**src/rtl/prog_loader_pkg.sv**
```systemverilog
// Shared definitions for the boot-time program loader: opcode classes,
// the undecoded-opcode window and the loader state encoding.
package prog_loader_pkg;

  localparam logic [5:0] OP_LDI     = 6'b100000;
  localparam logic [5:0] OP_SW      = 6'b111100;  // low two bits select a register
  localparam logic [5:0] ILLEGAL_LO = 6'b101010;
  localparam logic [5:0] ILLEGAL_HI = 6'b110111;

  typedef enum logic [3:0] {
    ST_IDLE,
    ST_LEN_HI,
    ST_LEN_LO,
    ST_W_HI,
    ST_W_LO,
    ST_WRITE,
    ST_CHK,
    ST_DONE,
    ST_ERR
  } state_t;

  // True for opcode classes the control unit has no decode for.
  function automatic logic is_undecoded(input logic [5:0] op);
    return (op >= ILLEGAL_LO) && (op <= ILLEGAL_HI);
  endfunction

endpackage

```
**src/rtl/prog_loader_csum.sv**
```systemverilog
// Running XOR of the image bytes; cleared when a load starts.
module loader_csum (
  input  logic       clk,
  input  logic       clr,
  input  logic       en,
  input  logic [7:0] din,
  output logic [7:0] acc
);

  always_ff @(posedge clk) begin
    if (clr)
      acc <= 8'h00;
    else if (en)
      acc <= acc ^ din;
  end

endmodule

```
**src/rtl/prog_loader.sv**
```systemverilog
// Boot-time program loader: byte stream -> big-endian 16-bit words written
// into program memory, with length and XOR checksum validation.
module prog_loader
  import prog_loader_pkg::*;
#(
  parameter int ADDR_W = 10
) (
  input  logic              clk,
  input  logic              reset,
  input  logic              start,
  input  logic [7:0]        rx_data,
  input  logic              rx_valid,
  output logic              rx_ready,
  output logic              pm_we,
  output logic [ADDR_W-1:0] pm_addr,
  output logic [15:0]       pm_wdata,
  output logic              cpu_hold,
  output logic              done,
  output logic              err,
  output logic              bad_op
);

  state_t             state, state_nxt;
  logic [7:0]         hi_byte;
  logic [15:0]        len;
  logic [16:0]        count;
  logic [ADDR_W-1:0]  addr;
  logic [7:0]         csum;

  logic               accept;
  logic               start_ok;
  logic [15:0]        len_in;
  logic               len_big;
  logic [16:0]        count_inc;
  logic               last_word;
  logic               chk_match;

  assign accept    = rx_valid && rx_ready;
  assign start_ok  = start && (state == ST_IDLE || state == ST_DONE || state == ST_ERR);
  assign len_in    = {hi_byte, rx_data};
  // 17-bit compare so a full 2^ADDR_W-word image is still accepted
  assign len_big   = {1'b0, len_in} > (17'd1 << ADDR_W);
  assign count_inc = count + 17'd1;
  assign last_word = (count_inc == {1'b0, len});
  assign chk_match = (rx_data == csum);

  loader_csum u_csum (
    .clk (clk),
    .clr (start_ok),
    .en  (accept && state != ST_CHK),
    .din (rx_data),
    .acc (csum)
  );

  always_comb begin
    rx_ready = 1'b0;
    case (state)
      ST_LEN_HI, ST_LEN_LO, ST_W_HI, ST_W_LO, ST_CHK: rx_ready = 1'b1;
      default:                                        rx_ready = 1'b0;
    endcase
  end

  always_ff @(posedge clk) begin
    if (reset)
      state <= ST_IDLE;
    else
      state <= state_nxt;
  end

  always_comb begin
    state_nxt = state;
    case (state)
      ST_IDLE, ST_DONE, ST_ERR: if (start) state_nxt = ST_LEN_HI;
      ST_LEN_HI: if (accept) state_nxt = ST_LEN_LO;
      ST_LEN_LO: begin
        if (accept) begin
          if (len_big)             state_nxt = ST_ERR;
          else if (len_in == 16'd0) state_nxt = ST_CHK;
          else                     state_nxt = ST_W_HI;
        end
      end
      ST_W_HI:  if (accept) state_nxt = ST_W_LO;
      ST_W_LO:  if (accept) state_nxt = ST_WRITE;
      ST_WRITE: state_nxt = last_word ? ST_CHK : ST_W_HI;
      ST_CHK:   if (accept) state_nxt = chk_match ? ST_DONE : ST_ERR;
      default:  state_nxt = ST_IDLE;
    endcase
  end

  always_ff @(posedge clk) begin
    if (reset) begin
      pm_we    <= 1'b0;
      pm_addr  <= '0;
      pm_wdata <= 16'h0000;
      cpu_hold <= 1'b0;
      done     <= 1'b0;
      err      <= 1'b0;
      bad_op   <= 1'b0;
      count    <= 17'd0;
      addr     <= '0;
    end else begin
      pm_we <= (state == ST_W_LO) && accept;
      if (start_ok) begin
        count    <= 17'd0;
        addr     <= '0;
        done     <= 1'b0;
        err      <= 1'b0;
        bad_op   <= 1'b0;
        cpu_hold <= 1'b1;
      end
      if (state == ST_LEN_LO && accept && len_big)
        err <= 1'b1;
      if (state == ST_W_LO && accept) begin
        pm_addr  <= addr;
        pm_wdata <= len_in;
      end
      // The word is flagged but still written.
      if (state == ST_WRITE) begin
        addr  <= addr + ADDR_W'(1);
        count <= count_inc;
        if (is_undecoded(pm_wdata[15:10]))
          bad_op <= 1'b1;
      end
      if (state == ST_CHK && accept) begin
        if (chk_match) begin
          done     <= 1'b1;
          cpu_hold <= 1'b0;
        end else begin
          err <= 1'b1;
        end
      end
    end
  end

  always_ff @(posedge clk) begin
    if (state == ST_LEN_HI && accept)
      hi_byte <= rx_data;
    else if (state == ST_W_HI && accept)
      hi_byte <= rx_data;
    if (state == ST_LEN_LO && accept)
      len <= len_in;
  end

endmodule

```
**config.mk**
```make
export PLATFORM = sky130hd
export DESIGN_NAME = prog_loader
export DESIGN_NICKNAME = d
export VERILOG_FILES = /design/src/rtl/prog_loader_pkg.sv /design/src/rtl/prog_loader_csum.sv /design/src/rtl/prog_loader.sv
export SDC_FILE = /design/constraint.sdc
export NUM_CORES = 1
export LEC_CHECK = 0
export CAP_MARGIN = 20
export CELL_PAD_IN_SITES_DETAIL_PLACEMENT = 0
export CELL_PAD_IN_SITES_GLOBAL_PLACEMENT = 1
export CORE_UTILIZATION = 40
export CTS_CLUSTER_SIZE = 40
export DETAILED_ROUTE_END_ITERATION = 10
export PLACE_DENSITY_LB_ADDON = 0.1
export SETUP_SLACK_MARGIN = 0.5
export SLEW_MARGIN = 20
export SYNTH_ARGS = -nofsm -noshare
export SYNTH_HDL_FRONTEND = slang
export SYNTH_SLANG_ARGS = --single-unit
```
**constraint.sdc**
```tcl
create_clock -name clk -period 3.4 [get_ports clk]
set_input_delay 0.51 -clock clk [delete_from_list [all_inputs] [get_ports clk]]
set_output_delay 0.51 -clock clk [all_outputs]
set_load 0.03 [all_outputs]
```
# [Word-level counts from Yosys, hierarchy flattened]
# Cells that the tools add are included.
[word_totals] ff_bits=94 mem_bits_ro=0 latch_bits=0 ram_bits=0 mem_count=0
[classes] order_cmp=3 eq_ne=17 n_mux=31 shift=0 n_reduce_logical=19 addsub=2 mul=0 bitwise=1 n_div=0
[op_table] op="$mux W17" n=2
[op_table] op="$mux W4" n=8
[op_table] op="$pmux W4 S7" n=1
[op_table] op="$mux W10" n=2
[op_table] op="$add A17 B1 Y17 const B" n=1
[op_table] op="$eq A17 B16 Y1" n=1
[op_table] op="$eq A4 B3 Y1 const B" n=4
[op_table] op="$gt A16 B11 Y1 const B" n=1
[op_table] op="$logic_not A16 Y1" n=1
[op_table] op="$mux W8" n=2
[op_table] op="$mux W1" n=14
[op_table] op="$ne A2 B2 Y1 const B" n=6
[op_table] op="$add A10 B1 Y10 const B" n=1
[op_table] op="$logic_and A1 B1 Y1" n=10
[op_table] op="$eq A4 B2 Y1 const B" n=2
[op_table] op="$eq A8 B8 Y1" n=1
[op_table] op="$xor A8 B8 Y8" n=1
[op_table] op="$ge A6 B6 Y1 const B" n=1
[op_table] op="$le A6 B6 Y1 const B" n=1
[op_table] op="$mux W3" n=2
[op_table] op="$reduce_and A6 Y1" n=1
[op_table] op="$reduce_or A5 Y1" n=1
[op_table] op="$eq A4 B1 Y1 const B" n=1
[op_table] op="$eq A4 B4 Y1 const B" n=1
[op_table] op="other kinds (5)" n=7

# [Depth between registers and ports, before layout]
# Gate-level depths: netlist of run 1.
[depth] depth_word=9 depth_mapped=8 ltp_nobuf=7

# [By module]
# Synthesis of run 1 repeated with hierarchy kept, for this count alone.
[hier_totals] cells_unflattened=513 hier_area_um2=4460.5
[modules_own_cells] module="prog_loader" cells_each=478 instances=1 area_per_inst_um2=4100.2
[modules_own_cells] module="loader_csum" cells_each=35 instances=1 area_per_inst_um2=360.3

# [Worst setup path after synthesis of run 1]
# OpenSTA, ideal clock, no wires.
[synth_timing] path_type="reg2reg" start="register state[2]" end="register len[0] (enable)" path_stages_with_launch=4 path_slack_ps=1084 path_buffers=1 required_time_ps=2988 setup_ps=412 arrival_time_ps=1905 cell_sequence="dfxtp_1 > clkbuf_1 > nand2b_1 > nor3_1"
[synth_via] elab_chain_len=5
[synth_lines] element="start, declared" line="prog_loader.sv:23" source="state_t state, state_nxt;"
[synth_lines] element="start signal, assigned" line="prog_loader.sv:67" source="state <= state_nxt;"
[synth_lines] element="$eq A4 B3 Y1, or another cell as far along" line="prog_loader.sv:57" source="case (state)"
[synth_lines] element="$reduce_or A5 Y1" line="prog_loader.sv:57"
[synth_lines] element="$mux W1" line="prog_loader.sv:57"
[synth_lines] element="$logic_and A1 B1 Y1" line="prog_loader.sv:38" source="assign accept = rx_valid && rx_ready;"
[synth_lines] element="$logic_and A1 B1 Y1 *" line="prog_loader.sv:140" source="if (state == ST_LEN_LO && accept)"
[synth_lines] element="end signal, assigned" line="prog_loader.sv:141" source="len <= len_in;"
[synth_lines] element="end, declared" line="prog_loader.sv:25" source="logic [15:0] len;"
# Mark *: on every way between the ends. The rest lies on a longest branch, timed or not.
# A chain may end at the register's enable or synchronous reset.

# [Worst setup path after layout of run 1]
[layout_timing] start="register state[2]" end="output port rx_ready"
[layout_via] elab_chain_len=3
[layout_lines] element="$eq A4 B3 Y1, or another cell as far along" line="prog_loader.sv:57"
[layout_lines] element="$reduce_or A5 Y1 *" line="prog_loader.sv:57"
[layout_lines] element="$mux W1 *" line="prog_loader.sv:57"
[layout_lines] element="end, declared" line="prog_loader.sv:13" source="output logic rx_ready,"
# Marked as above.

==> impl_summary.txt, run 1 <==
----------------------------------------------------
[Timing]
  Worst setup margin ... 0.6677 ns
  Slew Limit Fails ... 0
  Clock tree skew after final layout ... 0.006769 ns
  Highest Clock Rate ... 0.3660 GHz
  Number of failing hold endpoints at the final stage ... 0
  Unrepaired setup endpoints after global routing ... false
  Final critical-path required period ... 2.732 ns
  Count of final setup violators ... 0
  Slew of the pin with the lowest slew margin ... 0.8227 ns
  Worst-case headroom to the max-slew limit ... 45.01%
  Final worst path period share ... 80.36%
  Post-route setup TNS ... 0 ns

[Setup path]
  Worst reg-to-reg path cell count ... 7
  Family with the most delay on the worst path ... buffers and inverters
  Crit-path cells ... nor3_1 > a211oi_1 > clkdlybuf4s50_1
  Worst endpoint data arrival time ... between 2 and 2.5 ns
  Reg2Reg Capture Point ... state[0]$_SDFFE_PP0P_
  Reg2reg setup slack ... 1.02 ns
  Peak fanout along the critical path ... 17
  Setup crit start kind ... register
  Critical path required time ... 2.89 ns
  Endpoint class of the critical path ... output port
  Delay of the slowest critical-path stage ... about 0.72 ns
  Slowest library cell on the worst path ... clkdlybuf4s50_1
  RR Startpoint ... count[0]$_SDFFE_PP0P_
  Total buffers and inverters traversed by the critical path ... 1
  Critical path class ... register to output port

[Hold path]
  Terminating pin of the worst hold path ... pm_addr[6]$_SDFFE_PP0P_
  Critical hold path startpoint ... pm_addr[6]$_SDFFE_PP0P_
  Hold depth ... 2
  Type of the tightest min-delay check ... register to register

[Pwr]
  Share of power burned in registers ... 46.8%
  Int Power ... 2.030 mW
  IR drop worst, VDD ... 0.2989 mV
  Part of the power in the clock network ... a little over a third
  Leakage Power ... roughly 1.8 nW
  PwrDens ... 538.4 nW/um^2
  Switching Share ... 30.59%
  Comb pwr share ... 18.0%
  Net switching power ... 894.6 uW

[Global route]
  Overflow left after global routing ... 0
  Global-route wire length before repair ... ~18 mm
  Pin count of the biggest net entering global routing ... 58
  All-layer global routing usage ... 20.60%
  Vias in the first global route ... roughly 3600
  Initial antenna violation count ... 0

[Routing]
  Residual antenna-violating net count after detailed routing ... 0
  Routed wire length per instance ... 16.18 um
  Total Wirelength ... 11.41 mm
  Detailed Route Iter0 Violations ... 154
  Vias after detailed routing ... approximately 3800
  Drt drc ... 0
  Vias per inst ... between 5 and 6
  Pre-Repair DR Iteration Count ... 5

[Synth]
  Sequential-to-total area share from yosys stat ... 46.17%
  Cells after Synth ... 529
  Number of nets produced by synthesis ... 543
  Synthesized cell area ... 4596 sq um
  Post-synthesis sequential element count ... 94
  Number of synthesis warnings ... 0
  Post-synth EDFFs ... 24
  Post-synthesis cell type count ... 66
  Most common flop cell mapped by yosys ... dfxtp_1
  Cell type with the highest aggregate area in the netlist ... dfxtp_1
  Largest cells by area after synthesis ... dfxtp_1 (30%), edfxtp_1 (16%), nand2_1 (6.6%), a21oi_1 (5.8%), nor2_1 (4.8%)
  Proportion of netlist area held by the largest area contributor ... 30.49%
  Mean area per synthesized cell ... 8.687 sq um
  Proportion of register bits with asynchronous set or reset after synthesis ... 0%

[Clocking]
  Buffer count from post-CTS setup fixing ... 0
  Post_cts resized ... 0
  # clock sinks ... 94
  Clk_lat worst skew ... 0.34 ns
  Clock tree from TritonCTS ... built
  # H-tree levels ... 3
  CTS Hold Bufs ... 0
  Maximum clock path buffer count ... 2
  Number of clock buffers inserted by TritonCTS ... 9
  Clk root buf ... clkbuf_16
  Worst-path clk slew ... 0.07 ns

[Floorplan]
  Count of standard-cell rows ... 38
  X dimension of the die ... about 110 um
  Starting density of the core ... about two fifths
  Die height ... 109.2 um
  Area of the die ... between 10000 and 15000 sq um
  I/O pin cnt ... 44
  Core outline area ... 11030 sq um

[Placed design]
  Post-place instance area ... 5135 sq um
  Count of input and output buffers ... 43
  Worst slack after detailed placement ... between 0.7 and 0.8 ns
  Routability-driven placement congestion ratio ... just under 0.9
  Half-perimeter wire length after placement ... roughly 8 mm

[Finish]
  Commonest non-fill, non-tap cells in the layout ... nand2_1 (81), dfxtp_1 (70), nor2_1 (59)
  Share of the core filled with cells in the final layout ... 49.24%
  Area of all placed cells without fillers ... approximately 5400 sq um
  N_diodes ... 0
  Commonest non-fill, non-tap cell in the layout ... nand2_1
  Proportion of layout cells with a drive suffix above 1 ... 7.434%
  Area growth from synthesis to layout ... 18.19%
  Sequential cell area ... 2122 sq um
  Area occupied by multi-input gates ... 2307 sq um
  Layout fillers ... 1047
  Final net count ... approximately 570

[Status]
  Run status ... finished, final reports clean

[Run]
  Reported max-cap violation count ... 0

----------------------------------------------------
==> registers in the layout, indices dropped and copies added, names as in the netlist, 4 cells and up <==
signal      count
pm_addr        10
pm_wdata       16
len            16
u_csum.acc      8
hi_byte         8
count          17
addr           10
state           4
==> stage by stage <==
step	hold WS [ns]	cells	total power, mW
global placement	0.4409	689	1.922
detailed placement	0.4453	689	1.924
floorplan	0.4319	529	1.727
global route	0.4757	705	3.067
CTS	0.4548	705	2.952
finish	0.4518	705	2.924
==> Yosys cell counts, drive strengths merged, types with 2 or more instances <==
cell / instances
or4: 2
and2: 4
a31oi: 6
or3: 4
o31a: 2
a211oi: 3
nand2: 82
buf: 11
o21a: 3
a21oi: 53
o22ai: 3
ha: 2
inv: 8
nand4: 10
o211ai: 6
nor2b: 4
and3: 6
nand2b: 6
o21ai: 23
a22oi: 2
nor4: 11
a311oi: 4
dfxtp: 70
nor2: 59
edfxtp: 24
and4b: 2
o211a: 2
and4: 5
nor3: 15
nand3b: 3
xnor2: 12
clkbuf: 22
nand3: 14
xor2: 25
==> power by group through the flow <==
stage,Sequential [mW],Clock [mW],Combinational (mW)
6_report,1.37,1.03,0.526
5_1_grt,1.39,1.10,0.582
4_1_cts,1.37,1.05,0.533
3_5_place_dp,1.39,0,0.529
3_3_place_gp,1.40,0,0.526
2_1_floorplan,1.35,0,0.373
==> worst max path at each step <==
stage / start / to / slack, ns / cells past startpoint
floorplan: state[2]$_SDFFE_PP0P_ / len[0]$_DFFE_PP_ / 1.08 / 3
global placement: rx_data[4] / state[2]$_SDFFE_PP0P_ / 0.79 / 7
detailed placement: rx_data[4] / state[2]$_SDFFE_PP0P_ / 0.74 / 7
CTS: state[2]$_SDFFE_PP0P_ / rx_ready / 0.68 / 3
global route: state[2]$_SDFFE_PP0P_ / rx_ready / 0.52 / 3
finish: state[2]$_SDFFE_PP0P_ / rx_ready / 0.67 / 3
==> per-layer routing <==
metal / GRT usage (%) / share of wire [%]
met4: 5.429 / 1.1
met3: 4.901 / 3.7
met1: 28.12 / 47
met5: 0 / 0
met2: 32.57 / 48
==> cell type report <==
class                           count  share of cell area, %
Multi-Input combinational cell    394                  42.48
Timing Repair Buffer               53                  9.214
Sequential cell                    94                  39.07
Tap cell                          140                  3.225
Clock buffer                        9                  4.147
Clock inverter                      7                  1.313
Inverter                            8                 0.5529
==> logic make-up after synthesis <==
kind of cell | synth area share, %
buf+inv | 3.730
fa+ha+maj | 0.5444
mux | 0.4628
compound gates | 16.34
flops | 46.17
xor+xnor | 7.051
simple gates | 25.70
==> worst min-delay path, delay by kind of cell, from the launching register on <==
kind | cells | cell delay (ns)
DFF | 1 | 0.31
and+or+nand+nor | 1 | 0.05
AOI/OAI and AO/OA | 1 | 0.05
Note: power is estimated with default switching activity, not from simulation.
==> run 2: changes to the inputs <==
- clock period: 3.4 -> 2.9 ns (I/O delays scaled with it)
==> run 2 against run 1 <==
Against the previous run: via count increased by 0.29%; design area is 0.55% higher; clock power grew 17%; critical path type is now register to register; critical endpoint is now state[0]$_SDFFE_PP0P_.
==> impl_summary.txt, run 2 (synthesis results as in run 1) <==
----------------------------------------------------
[Pwr]
  PwrDens ... 628.2 nW/um^2
  Int Power ... 2.381 mW
  Net switching power ... ~1.1 mW
  Comb pwr share ... 18.0%
  IR drop worst, VDD ... between 0.4 and 0.5 mV
  Share of power burned in registers ... a little under half
  Part of the power in the clock network ... 35.0%
  Leakage Power ... between 1.5 and 2 nW
  Switching Share ... 30.61%

[Timing]
  Slew Limit Fails ... 0
  Clock tree skew after final layout ... 0.008834 ns
  Post-route setup TNS ... 0 ns
  Number of failing hold endpoints at the final stage ... 0
  Worst-case headroom to the max-slew limit ... a little under three fifths
  Final critical-path required period ... approximately 2.3 ns
  Highest Clock Rate ... 0.4427 GHz
  Count of final setup violators ... 0
  Slew of the pin with the lowest slew margin ... 0.6725 ns
  Final worst path period share ... ~78%
  Unrepaired setup endpoints after global routing ... false

[Routing]
  Drt drc ... 0
  Total Wirelength ... approximately 12 mm
  Residual antenna-violating net count after detailed routing ... 0
  Vias per inst ... 5.442
  Vias after detailed routing ... 3842
  Pre-Repair DR Iteration Count ... 4
  Detailed Route Iter0 Violations ... 156
  Routed wire length per instance ... 16.44 um

[Clocking]
  CTS Hold Bufs ... 0
  Maximum clock path buffer count ... 2
  Clk root buf ... clkbuf_16
  # clock sinks ... 94
  Worst-path clk slew ... around 0.070 ns
  Clock tree from TritonCTS ... built
  Clk_lat worst skew ... around 0.35 ns
  # H-tree levels ... 3
  Number of clock buffers inserted by TritonCTS ... 9

[Finish]
  Top flop regs ... count (17), len (16), pm_wdata (16)
  N_diodes ... 0
  Commonest non-fill, non-tap cells in the layout ... nand2_1 (81), dfxtp_1 (66), nor2_1 (59)
  Commonest non-fill, non-tap cell in the layout ... nand2_1
  Area occupied by multi-input gates ... 2327 sq um
  Sequential cell area ... 2127 sq um
  Area growth from synthesis to layout ... 18.84%
  Layout fillers ... 1081
  Register bank with the most flops ... count
  Flip-flop count of the largest register after layout ... 17
  Final net count ... between 500 and 600
  Proportion of layout cells with a drive suffix above 1 ... 9.011%
  Non-Filler Instances ... 706

[Setup path]
  Slowest library cell on the worst path ... dfxtp_1
  Worst reg-to-reg path cell count ... 6
  Delay of the slowest critical-path stage ... 0.53 ns
  Endpoint class of the critical path ... register
  Crit-path cells ... nand4_1 > nor3_4 > mux2_2 > o21ai_0 > and4_1 > a21oi_1
  Critical path required time ... 3.13 ns
  RR Startpoint ... count[3]$_SDFFE_PP0P_
  Worst endpoint data arrival time ... 2.49 ns
  Critical path class ... register to register
  Reg2reg setup slack ... about 0.64 ns
  Reg2Reg Capture Point ... state[0]$_SDFFE_PP0P_
  Setup crit start kind ... register
  Peak fanout along the critical path ... 9

[Floorplan]
  I/O pin cnt ... 44
  Area of the die ... 11920 sq um
  Core outline area ... 11030 sq um
  Die height ... 109.2 um
  X dimension of the die ... ~110 um
  Starting density of the core ... 41.66%
  Count of standard-cell rows ... 38

[Hold path]
  Critical hold path startpoint ... pm_addr[9]$_SDFFE_PP0P_
  Terminating pin of the worst hold path ... pm_addr[9]$_SDFFE_PP0P_
  Type of the tightest min-delay check ... register to register
  Hold depth ... 2

[Placed design]
  Count of input and output buffers ... 43
  Routability-driven placement congestion ratio ... 0.9316
  Cell count after placement ... 690
  Half-perimeter wire length after placement ... roughly 8 mm

[Run]
  Reported max-cap violation count ... 0

[Global route]
  Global-route wire length before repair ... 19.25 mm
  Initial antenna violation count ... 0
  Overflow left after global routing ... 0
  Vias in the first global route ... about 3600
  Pin count of the biggest net entering global routing ... 46
  All-layer global routing usage ... 21.33%

[Status]
  Run status ... finished, final reports clean

----------------------------------------------------
[run 2: routing by layer]
| layer | wire length, um | track usage (%) |
|---|---|---|
| met5 | 0 | 0 |
| met4 | 190 | 7.905 |
| met3 | 429 | 3.228 |
| met2 | 5446 | 33.56 |
| met1 | 5541 | 29.50 |
[run 2: what timing repair did]
item / in CTS / in global routing
setup endpoints to repair: 1 / 2
resized for setup: 4 / 5
setup buffers: 0 / 0
[run 2: stage by stage]
stage                     utilization, %  hold slack (ns)  total power, mW  instance area [sq um]  setup slack [ns]
final                              49.51           0.4520            3.431                   5461            0.6413
after global placement             46.62           0.4426            2.261                   5142            0.3455
after CTS                          49.32           0.4547            3.465                   5440            0.5416
after detailed placement           46.62           0.4455            2.263                   5142            0.3222
after floorplan                        -           0.4319            2.024                   4596            0.5837
after global routing               49.51           0.4738            3.615                   5461            0.4929
[run 2: final cells by class]
type	count	area share [%]
multi-input combinational	394	42.61
clock inverter	7	1.283
sequential	94	38.95
tap	140	3.207
inverter	8	0.5498
timing repair buffer	54	9.278
clock buffer	9	4.124
[run 2: worst max-delay path: cells and delay by family (launching register included)]
| family | cells | cell delay, ns |
|---|---|---|
| DFF | 1 | 0.53 |
| muxes | 1 | 0.36 |
| AOI/OAI and AO/OA | 2 | 0.30 |
| and+or+nand+nor | 3 | 0.96 |
[run 2: worst max path at each step]
stage                                  endpoint                   from
after floorplan                len[0]$_DFFE_PP_  state[2]$_SDFFE_PP0P_
after global placement    state[2]$_SDFFE_PP0P_             rx_data[0]
after detailed placement  state[2]$_SDFFE_PP0P_             rx_data[0]
after CTS                 state[0]$_SDFFE_PP0P_  count[0]$_SDFFE_PP0P_
after global routing      state[0]$_SDFFE_PP0P_  count[3]$_SDFFE_PP0P_
final                     state[0]$_SDFFE_PP0P_  count[3]$_SDFFE_PP0P_
[run 2: power by group through the flow]
stage	combinational [mW]	sequential, mW	clock, mW
global route	0.698	1.63	1.29
finish	0.617	1.61	1.20
global placement	0.626	1.64	0
CTS	0.623	1.61	1.23
detailed placement	0.627	1.64	0
floorplan	0.437	1.59	0
